**config.mk**
```make
export PLATFORM = sky130hd
export DESIGN_NAME = kart_motion
export DESIGN_NICKNAME = d
export VERILOG_FILES = /design/src/rtl/kart_motion.sv
export SDC_FILE = /design/constraint.sdc
export NUM_CORES = 1
export LEC_CHECK = 0
export BUFFER_PORTS_ARGS = -buffer_cell sky130_fd_sc_hd__buf_2
export CORE_ASPECT_RATIO = 0.6
export CORE_MARGIN = 4
export CORE_UTILIZATION = 65
export DETAILED_ROUTE_END_ITERATION = 16
export GPL_TIMING_DRIVEN = 0
export MAX_ROUTING_LAYER = met4
export PLACE_DENSITY = 0.93
export SKIP_CTS_REPAIR_TIMING = 1
export SLEW_MARGIN = 0
export SYNTH_ARGS = -nofsm -noshare
export SYNTH_HDL_FRONTEND = slang
export SYNTH_SLANG_ARGS = --single-unit
```
**constraint.sdc**
```tcl
create_clock -name clk_in -period 6.2 [get_ports clk_in]
set_input_delay 1.24 -clock clk_in [delete_from_list [all_inputs] [get_ports clk_in]]
set_output_delay 1.24 -clock clk_in [all_outputs]
set_load 0.03 [all_outputs]
```
**src/rtl/kart_motion.sv**
```systemverilog
// -----------------------------------------------------------------------------
// kart_motion
// Per-frame kart kinematics. Once per accepted frame tick the block latches the
// driver buttons, updates heading and speed, looks up cos/sin of the new
// heading, advances a fixed-point position and clamps it to the track bounds.
// The published heading, position and speed change together in one cycle.
//
// Ports
//   clk_in         system clock
//   rst_in         synchronous active-high reset
//   frame_tick_in  one-cycle pulse, starts an update when idle
//   left_in, right_in, accel_in, brake_in   synchronized button levels
//   direction      published heading in degrees, 0..359 (0 = +x, 90 = +y)
//   player_x/y     published integer position
//   speed_out      published speed, 0..MAX_SPEED
//   busy_out       high while an update is in flight
//   update_out     one-cycle pulse when new outputs are published
// -----------------------------------------------------------------------------
module kart_motion #(
    parameter int START_X      = 192,
    parameter int START_Y      = 192,
    parameter int START_DIR    = 90,
    parameter int TURN_STEP    = 3,
    parameter int MAX_SPEED    = 8,
    parameter int COAST_FRAMES = 4,
    parameter int X_MIN        = 0,
    parameter int X_MAX        = 1023,
    parameter int Y_MIN        = 0,
    parameter int Y_MAX        = 767
) (
    input  logic        clk_in,
    input  logic        rst_in,
    input  logic        frame_tick_in,
    input  logic        left_in,
    input  logic        right_in,
    input  logic        accel_in,
    input  logic        brake_in,
    output logic [8:0]  direction,
    output logic [10:0] player_x,
    output logic [10:0] player_y,
    output logic [3:0]  speed_out,
    output logic        busy_out,
    output logic        update_out
);

    localparam logic [2:0] S_IDLE   = 3'd0;
    localparam logic [2:0] S_TURN   = 3'd1;
    localparam logic [2:0] S_TRIG   = 3'd2;
    localparam logic [2:0] S_MOVE   = 3'd3;
    localparam logic [2:0] S_COMMIT = 3'd4;

    localparam int              CW         = (COAST_FRAMES > 1) ? $clog2(COAST_FRAMES) : 1;
    localparam logic [CW-1:0]   COAST_LAST = CW'(COAST_FRAMES - 1);
    localparam logic [8:0]      STEP       = 9'(TURN_STEP);
    localparam logic [8:0]      WRAP_LEFT  = 9'(360 - TURN_STEP);
    localparam logic [3:0]      SPEED_MAX  = 4'(MAX_SPEED);
    localparam logic signed [11:0] X_LO    = 12'(X_MIN);
    localparam logic signed [11:0] X_HI    = 12'(X_MAX);
    localparam logic signed [11:0] Y_LO    = 12'(Y_MIN);
    localparam logic signed [11:0] Y_HI    = 12'(Y_MAX);
    localparam logic signed [19:0] POS_X0  = {12'(START_X), 8'd0};
    localparam logic signed [19:0] POS_Y0  = {12'(START_Y), 8'd0};

    // Quarter-wave table: round(256 * sin(k deg)), k = 0..90.
    localparam logic [8:0] SIN_LUT [91] = '{
          0,   4,   9,  13,  18,  22,  27,  31,  36,  40,
         44,  49,  53,  58,  62,  66,  71,  75,  79,  83,
         88,  92,  96, 100, 104, 108, 112, 116, 120, 124,
        128, 132, 136, 139, 143, 147, 150, 154, 158, 161,
        165, 168, 171, 175, 178, 181, 184, 187, 190, 193,
        196, 199, 202, 204, 207, 210, 212, 215, 217, 219,
        222, 224, 226, 228, 230, 232, 234, 236, 237, 239,
        241, 242, 243, 245, 246, 247, 248, 249, 250, 251,
        252, 253, 254, 254, 255, 255, 255, 256, 256, 256,
        256
    };

    logic [2:0]         r_state;
    logic               r_left, r_right, r_accel, r_brake;
    logic [8:0]         r_dir;
    logic [3:0]         r_speed;
    logic [CW-1:0]      r_coast;
    logic signed [9:0]  r_cos, r_sin;
    logic signed [19:0] r_pos_x, r_pos_y;

    // ---------------- heading update (TURN) ----------------
    logic [9:0] w_dir_sum;
    logic [8:0] w_dir_next;
    assign w_dir_sum = {1'b0, r_dir} + {1'b0, STEP};

    // NOTE: every output of a combinational block gets a default assignment
    // first, so no path can leave it unassigned and infer a latch.
    always_comb begin
        w_dir_next = r_dir;
        if (r_left && !r_right)
            w_dir_next = (r_dir >= STEP) ? r_dir - STEP : r_dir + WRAP_LEFT;
        else if (r_right && !r_left)
            w_dir_next = (w_dir_sum >= 10'd360) ? 9'(w_dir_sum - 10'd360) : w_dir_sum[8:0];
    end

    // ---------------- speed update (TURN) ----------------
    logic [3:0]    w_speed_next;
    logic [CW-1:0] w_coast_next;

    always_comb begin
        w_speed_next = r_speed;
        w_coast_next = r_coast;
        if (r_brake) begin
            // Brake wins over accel when both are held.
            w_coast_next = '0;
            if (r_speed != 4'd0) w_speed_next = r_speed - 4'd1;
        end else if (r_accel) begin
            w_coast_next = '0;
            if (r_speed < SPEED_MAX) w_speed_next = r_speed + 4'd1;
        end else if (r_coast == COAST_LAST) begin
            w_coast_next = '0;
            if (r_speed != 4'd0) w_speed_next = r_speed - 4'd1;
        end else begin
            w_coast_next = r_coast + CW'(1);
        end
    end

    // ---------------- quadrant folding (TRIG) ----------------
    logic [6:0]        w_sin_idx, w_cos_idx;
    logic              w_sin_neg, w_cos_neg;
    logic [8:0]        w_sin_mag, w_cos_mag;
    logic signed [9:0] w_sin_val, w_cos_val;

    always_comb begin
        w_sin_idx = 7'(r_dir);
        w_cos_idx = 7'(9'd90 - r_dir);
        w_sin_neg = 1'b0;
        w_cos_neg = 1'b0;
        if (r_dir > 9'd270) begin
            w_sin_idx = 7'(9'd360 - r_dir);
            w_cos_idx = 7'(r_dir - 9'd270);
            w_sin_neg = 1'b1;
        end else if (r_dir > 9'd180) begin
            w_sin_idx = 7'(r_dir - 9'd180);
            w_cos_idx = 7'(9'd270 - r_dir);
            w_sin_neg = 1'b1;
            w_cos_neg = 1'b1;
        end else if (r_dir > 9'd90) begin
            w_sin_idx = 7'(9'd180 - r_dir);
            w_cos_idx = 7'(r_dir - 9'd90);
            w_cos_neg = 1'b1;
        end
    end

    assign w_sin_mag = SIN_LUT[w_sin_idx];
    assign w_cos_mag = SIN_LUT[w_cos_idx];
    assign w_sin_val = w_sin_neg ? -$signed({1'b0, w_sin_mag}) : $signed({1'b0, w_sin_mag});
    assign w_cos_val = w_cos_neg ? -$signed({1'b0, w_cos_mag}) : $signed({1'b0, w_cos_mag});

    // ---------------- position step (MOVE) ----------------
    logic signed [14:0] w_spd_s, w_mul_x, w_mul_y;
    assign w_spd_s = 15'($signed({1'b0, r_speed}));
    assign w_mul_x = w_spd_s * 15'(r_cos);
    assign w_mul_y = w_spd_s * 15'(r_sin);

    // ---------------- clamp (COMMIT) ----------------
    // The integer part is the arithmetic floor, so -0.5 px reads as -1 and clamps.
    logic signed [11:0] w_int_x, w_int_y;
    logic               w_lo_x, w_hi_x, w_lo_y, w_hi_y, w_wall;
    logic signed [19:0] w_pos_x_c, w_pos_y_c;

    assign w_int_x = r_pos_x[19:8];
    assign w_int_y = r_pos_y[19:8];
    assign w_lo_x  = w_int_x < X_LO;
    assign w_hi_x  = w_int_x > X_HI;
    assign w_lo_y  = w_int_y < Y_LO;
    assign w_hi_y  = w_int_y > Y_HI;
    assign w_wall  = w_lo_x || w_hi_x || w_lo_y || w_hi_y;

    assign w_pos_x_c = w_lo_x ? {X_LO, 8'd0} : (w_hi_x ? {X_HI, 8'd0} : r_pos_x);
    assign w_pos_y_c = w_lo_y ? {Y_LO, 8'd0} : (w_hi_y ? {Y_HI, 8'd0} : r_pos_y);

    assign busy_out = (r_state != S_IDLE);

    // NOTE: state registers use non-blocking assignments so every register
    // samples the values from before the edge, regardless of statement order.
    always_ff @(posedge clk_in) begin
        update_out <= 1'b0;
        if (rst_in) begin
            r_state   <= S_IDLE;
            r_left    <= 1'b0;
            r_right   <= 1'b0;
            r_accel   <= 1'b0;
            r_brake   <= 1'b0;
            r_dir     <= 9'(START_DIR);
            r_speed   <= 4'd0;
            r_coast   <= '0;
            r_cos     <= '0;
            r_sin     <= '0;
            r_pos_x   <= POS_X0;
            r_pos_y   <= POS_Y0;
            direction <= 9'(START_DIR);
            player_x  <= 11'(START_X);
            player_y  <= 11'(START_Y);
            speed_out <= 4'd0;
        end else begin
            case (r_state)
                S_IDLE: begin
                    if (frame_tick_in) begin
                        r_left  <= left_in;
                        r_right <= right_in;
                        r_accel <= accel_in;
                        r_brake <= brake_in;
                        r_state <= S_TURN;
                    end
                end
                S_TURN: begin
                    r_dir   <= w_dir_next;
                    r_speed <= w_speed_next;
                    r_coast <= w_coast_next;
                    r_state <= S_TRIG;
                end
                S_TRIG: begin
                    r_cos   <= w_cos_val;
                    r_sin   <= w_sin_val;
                    r_state <= S_MOVE;
                end
                S_MOVE: begin
                    r_pos_x <= r_pos_x + 20'(w_mul_x);
                    r_pos_y <= r_pos_y + 20'(w_mul_y);
                    r_state <= S_COMMIT;
                end
                S_COMMIT: begin
                    r_pos_x    <= w_pos_x_c;
                    r_pos_y    <= w_pos_y_c;
                    r_speed    <= w_wall ? 4'd0 : r_speed;
                    direction  <= r_dir;
                    player_x   <= w_pos_x_c[18:8];
                    player_y   <= w_pos_y_c[18:8];
                    speed_out  <= w_wall ? 4'd0 : r_speed;
                    update_out <= 1'b1;
                    r_state    <= S_IDLE;
                end
                default: r_state <= S_IDLE;
            endcase
        end
    end

endmodule

```
=== After elaboration in Yosys (flattened, before gate mapping) ===
Memory sizes are Yosys's and may differ from the RTL's.
Index checks and enable logic that the tools add are counted.

* Memories: 2
* Memory bits (read-only): 2304
* Output and inout bits: 37
* Flip-flop bits (word level): 118

{| class="wikitable"
|+ Memories
! memory !! depth !! bits a word !! read ports !! clocked after Yosys merged registers in !! wr ports !! RTL line !! text
|-
| (name not given) || 128 || 9 || 1 || 0 || 0 || 151 || <nowiki>assign w_cos_mag = SIN_LUT[w_cos_idx];</nowiki>
|-
| (name not given) || 128 || 9 || 1 || 0 || 0 || 150 || <nowiki>assign w_sin_mag = SIN_LUT[w_sin_idx];</nowiki>
|}

* Add/subtract/negate cells: 18
* Muxes and demuxes: 40
* Equal/unequal tests: 10
* Order comparisons: 12
* Bitwise logic cells: 2
* Multiply operators: 2
* Reduce and logical (&&, ||, !) cells: 18

{| class="wikitable"
|+ Operators by type and width
! operator !! number
|-
| $mux W20 || 4
|-
| $pmux W20 S2 || 2
|-
| $mux W9 || 8
|-
| $mux W7 || 6
|-
| $add A20 B15 Y20 || 2
|-
| $mul A5 B10 Y15 || 2
|-
| $gt A12 B11 Y1 const B || 2
|-
| $lt A12 B1 Y1 const B || 2
|-
| $mux W4 || 6
|-
| $mux W10 || 2
|-
| $neg A9 Y10 || 2
|-
| $ge A8 B8 Y1 const B || 2
|-
| $not A7 Y8 || 2
|-
| $sub A7 B7 Y7 const A || 2
|-
| $pmux W3 S4 || 1
|-
| $add A9 B2 Y10 const B || 1
|-
| $ge A10 B9 Y1 const B || 1
|-
| $add A9 B9 Y9 const B || 1
|-
| $ge A9 B2 Y1 const B || 1
|-
| $gt A9 B7 Y1 const B || 1
|-
| $gt A9 B8 Y1 const B || 1
|-
| $gt A9 B9 Y1 const B || 1
|-
| $sub A9 B2 Y9 const B || 1
|-
| $sub A9 B9 Y9 const B || 1
|-
| 29 further kinds || 48
|}

=== Depth between registers and ports, before layout ===
* Word-level depth: 10
* Gate-level depth with buffers: 22

=== Worst setup path before layout ===
No wires, ideal clock.

* Path type: reg2reg
* Start point: reg r_speed[1]
* End point: reg r_pos_y[18]
* Stages on the path, launching flop included: 21
* Path slack: 1286 ps
* Data required time: 6068 ps
* Arrival time: 4782 ps
* Clock period less this slack: 4914 ps
* Cells stage by stage: dfxtp_1 -> clkbuf_1 -> clkbuf_1 -> nand2_1 -> fa_1 -> inv_1 -> ha_1 -> fa_1 -> fa_1 -> a21o_1 -> a21oi_1 -> o21bai_1 -> a21oi_1 -> o21bai_1 -> a21oi_1 -> o21ai_0 -> a2111oi_0 -> o41ai_1 -> xor2_1 -> a21oi_1 -> nor3_1

* Word-level cells in the longest chain between the ends: 3

{| class="wikitable"
|+ RTL lines
! what !! RTL line !! text
|-
| from (decl) || 81 || <nowiki>logic [3:0] r_speed;</nowiki>
|-
| from (signal assigned) || 214 || <nowiki>r_speed <= w_speed_next;</nowiki>
|-
| from (signal assigned) || 231 || <nowiki>r_speed <= w_wall ? 4'd0 : r_speed;</nowiki>
|-
| $mul A5 B10 Y15 || 159 || <nowiki>assign w_mul_y = w_spd_s * 15'(r_sin);</nowiki>
|-
| $add A20 B15 Y20 || 225 || <nowiki>r_pos_y <= r_pos_y + 20'(w_mul_y);</nowiki>
|-
| $pmux W20 S2 || 202 || <nowiki>case (r_state)</nowiki>
|-
| to (signal assigned) || 225 ||
|-
| to (signal assigned) || 230 || <nowiki>r_pos_y <= w_pos_y_c;</nowiki>
|-
| to (decl) || 84 || <nowiki>logic signed [19:0] r_pos_x, r_pos_y;</nowiki>
|}

Every way passes these cells.
A chain may end at the register's enable or synchronous reset.

=== Worst setup path in the final report ===
* Start point: reg r_speed[0]
* End point: reg r_pos_y[18]

Same word-level chain as after synthesis.

==> results.cfg <==
[global_routing]
grt_util_met1_pct = 57.9
grt.overflow.total = 0
top_usage_layer = met1
grt_pass1_wl_mm = 74.2
grt_max_degree = 18
antenna_found_initial = 1
grtUsageMet3_pct = 14.9
grtUsageMet2_pct = 54.6
grt_usage_pct = 40.7
grt_pass1_vias = 13400

[synth]
yosysTopAreaCellShare_pct = 17.3
synth_common_cells = inv_1, nor2_1, nand2_1
synth_area_mm2 = 0.0137
ys_ff_latch = 118
syn_avg_cell_area_um2 = 7.80
yosys_warnings = 0
synth_cells = 1754
synth_largest_area_cell = dfxtp_1
yosysSeqAreaShare_pct = 17.3
synth-edff-count = 0
ys.flop_type = dfxtp_1
yosys-top-cells-area = dfxtp_1, fa_1, ha_1, inv_1, a21oi_1
synth_nets = 1965
ys_types = 95
synth-async-reset-ratio_pct = 0
yosysMostFrequentCell = inv_1

[timing]
setup_violations = 0
relSlewSlack_pct = 13.4
period_needed_ns = 5.92
hold_violations = 0
fin_worst_skew_ns = 0.0126
period_share_pct = 95.5
max_freq_mhz = 169
maxSlewViolCount = 0
setup_tns_ns = 0
holdWs_ns = 0.452
tightest_slew_ns = 1.29
rsz0062_at_grt = no

[setup_path]
crit_arrival_ns = 6.20
slowest_delay_ns = 0.59
critical-path-top-delay-family = compound AO/OA/AOI/OAI gates
timing.critical_path.buf_inv = 3
cp-end-kind = register
crit_path_start_kind = register
critical_path.cell_chain = clkbuf_1 -> clkbuf_2 -> nand2_1 -> fa_1 -> inv_1 -> ha_1 -> fa_1 -> fa_1 -> a21o_1 -> a21oi_1 -> o21bai_1 -> a21oi_1 -> o21bai_1 -> a21oi_1 -> o21ai_0 -> a2111oi_0 -> o41ai_1 -> xor2_1 -> a21oi_1 -> nor3_1
required_ns = 6.48
crit_type = register to register
path_max_fanout = 10
cp_slowest_cell = a2111oi_0
cp_common_cell = a21oi_1

[place]
gp_congestion = 1.04
dpl.hpwl_mm = 35.7
placement.io_buffers = 42

[clocking]
cts_sinks = 118
cts_made_buffers = 17
cts_tree = built
htreeDepth = 4
cts_buffer_depth = 2
clk_latency_ns = 0.43
cts_root_buffer = clkbuf_16
cts.clk_slew.worst_paths_ns = 0.06

[route]
dr.pass1.iters = 7
antenna_left = 0
vias = 14200
wl_per_cell_um = 22.4
detail_route.iter0.violations = 2104
wl_mm = 47.0
avgViaCountPerCell = 6.75
drc = 0

[finish]
multi_input_area_mm2 = 0.0101
area_growth_pct = 8.54
drive_above_1_share_pct = 8.86
layout.area.seq_mm2 = 0.00236
n_fill_cell = 1541
insertedDiodeCount = 0
layout.nets = 2026

[floorplan]
core_mm2 = 0.0203
die_y_um = 120
pin_count = 44
fp.dieArea_mm2 = 0.0235
initial_utilization_pct = 67.3
std_cell_rows = 40
die_x_um = 195

[flow_run]
drv_cap = 0

[power]
power_w = 0.00277
p_per_area_mw_per_mm2 = 187
ir_worst_vdd_mv = 0.249
p_leak_nw = 6.49

[status]
status = complete, no violations

[hold_path]
worstHoldPathType = register to register
[final timing paths]
path                                          startpoint                  endpoint  slack (ns)  cells past startpoint
worst max register to register   r_speed[0]$_SDFFE_PP0P_  r_pos_y[18]$_SDFFE_PP0P_        0.28                     20
worst min register to register  player_y[8]$_SDFFE_PP0P_  player_y[8]$_SDFFE_PP0P_        0.45                      2
worst max-delay path             r_speed[0]$_SDFFE_PP0P_  r_pos_y[18]$_SDFFE_PP0P_        0.28                     20
worst min-delay path            player_y[8]$_SDFFE_PP0P_  player_y[8]$_SDFFE_PP0P_        0.45                      2
[power breakdown]
group / internal (W) / leakage, nW / switching [W]
sequential: 0.000783 / 0.954 / 0.0000290
combinational: 0.000320 / 5.25 / 0.000648
clock: 0.000568 / 0.282 / 0.000425
[per-stage QoR]
stage / utilization [%] / instance area (um^2) / worst slack, ns / cells
floorplan: - / 13700 / 1.29 / 1754
global placement: 70.0 / 14200 / 0.239 / 2069
detailed placement: 70.0 / 14200 / 0.120 / 2069
CTS: 72.9 / 14800 / 0.0609 / 2101
global route: 73.1 / 14800 / 0.00768 / 2101
finish: 73.1 / 14800 / 0.276 / 2101
[cell families after synthesis]
logic type               count (synthesis)  synth area share [%]
AO/OA/AOI/OAI                          479                  24.8
XOR/XNOR                                65                  4.26
adder cells (fa/ha/maj)                204                  23.5
buffers and inverters                  319                  9.20
flip-flops                             118                  17.3
multiplexers                            25                  1.94
AND/OR/NAND/NOR                        544                  19.0
[flip-flops by register name (all words and copies together) (netlist names), 4 cells and up]
signal	cells
r_dir	9
speed_out	4
player_y	11
r_sin	10
r_cos	10
r_pos_x	20
player_x	11
r_pos_y	20
r_speed	4
direction	9
[placed cells by master, fill, tap and decap left out, types with 10 or more instances in the layout]
cell,instances
a21oi_1,131
dfxtp_1,118
a21o_1,14
a31oi_1,17
ha_1,116
nor3_1,39
a211oi_1,36
buf_2,58
clkbuf_16,17
and2_1,60
xnor2_1,50
inv_1,206
nor4_1,10
o211ai_1,26
clkbuf_1,61
fa_1,88
clkbuf_2,10
o2111ai_1,12
a22oi_1,22
nand3_1,41
nand2_1,150
nand2b_1,13
mux2i_1,21
o221ai_1,10
o21bai_1,11
xor2_1,14
o21ai_0,65
nor2_1,158
or3_1,14
o22ai_1,10
[final cells by class]
class | count | share of cell area (%)
tap | 273 | 2.30
multi-input combinational | 1317 | 67.9
sequential | 118 | 15.9
clock inverter | 15 | 1.04
buffer | 104 | 3.13
inverter | 215 | 5.44
timing repair buffer | 42 | 1.42
clock buffer | 17 | 2.87
[worst min-delay path, cell delays in order (launching register included)]
cell and delay (ns):
dfxtp_1 0.31, nand2_1 0.05, a21oi_1 0.05
[metal layers]
metal / part of all wire, % / vias up
met2: 39 / 1138
met4: 2.2 / 0
met5: 0 / -
met1: 42 / 6671
li1: - / 6244
met3: 17 / 120
No activity file was read; power rests on OpenSTA's default activity.
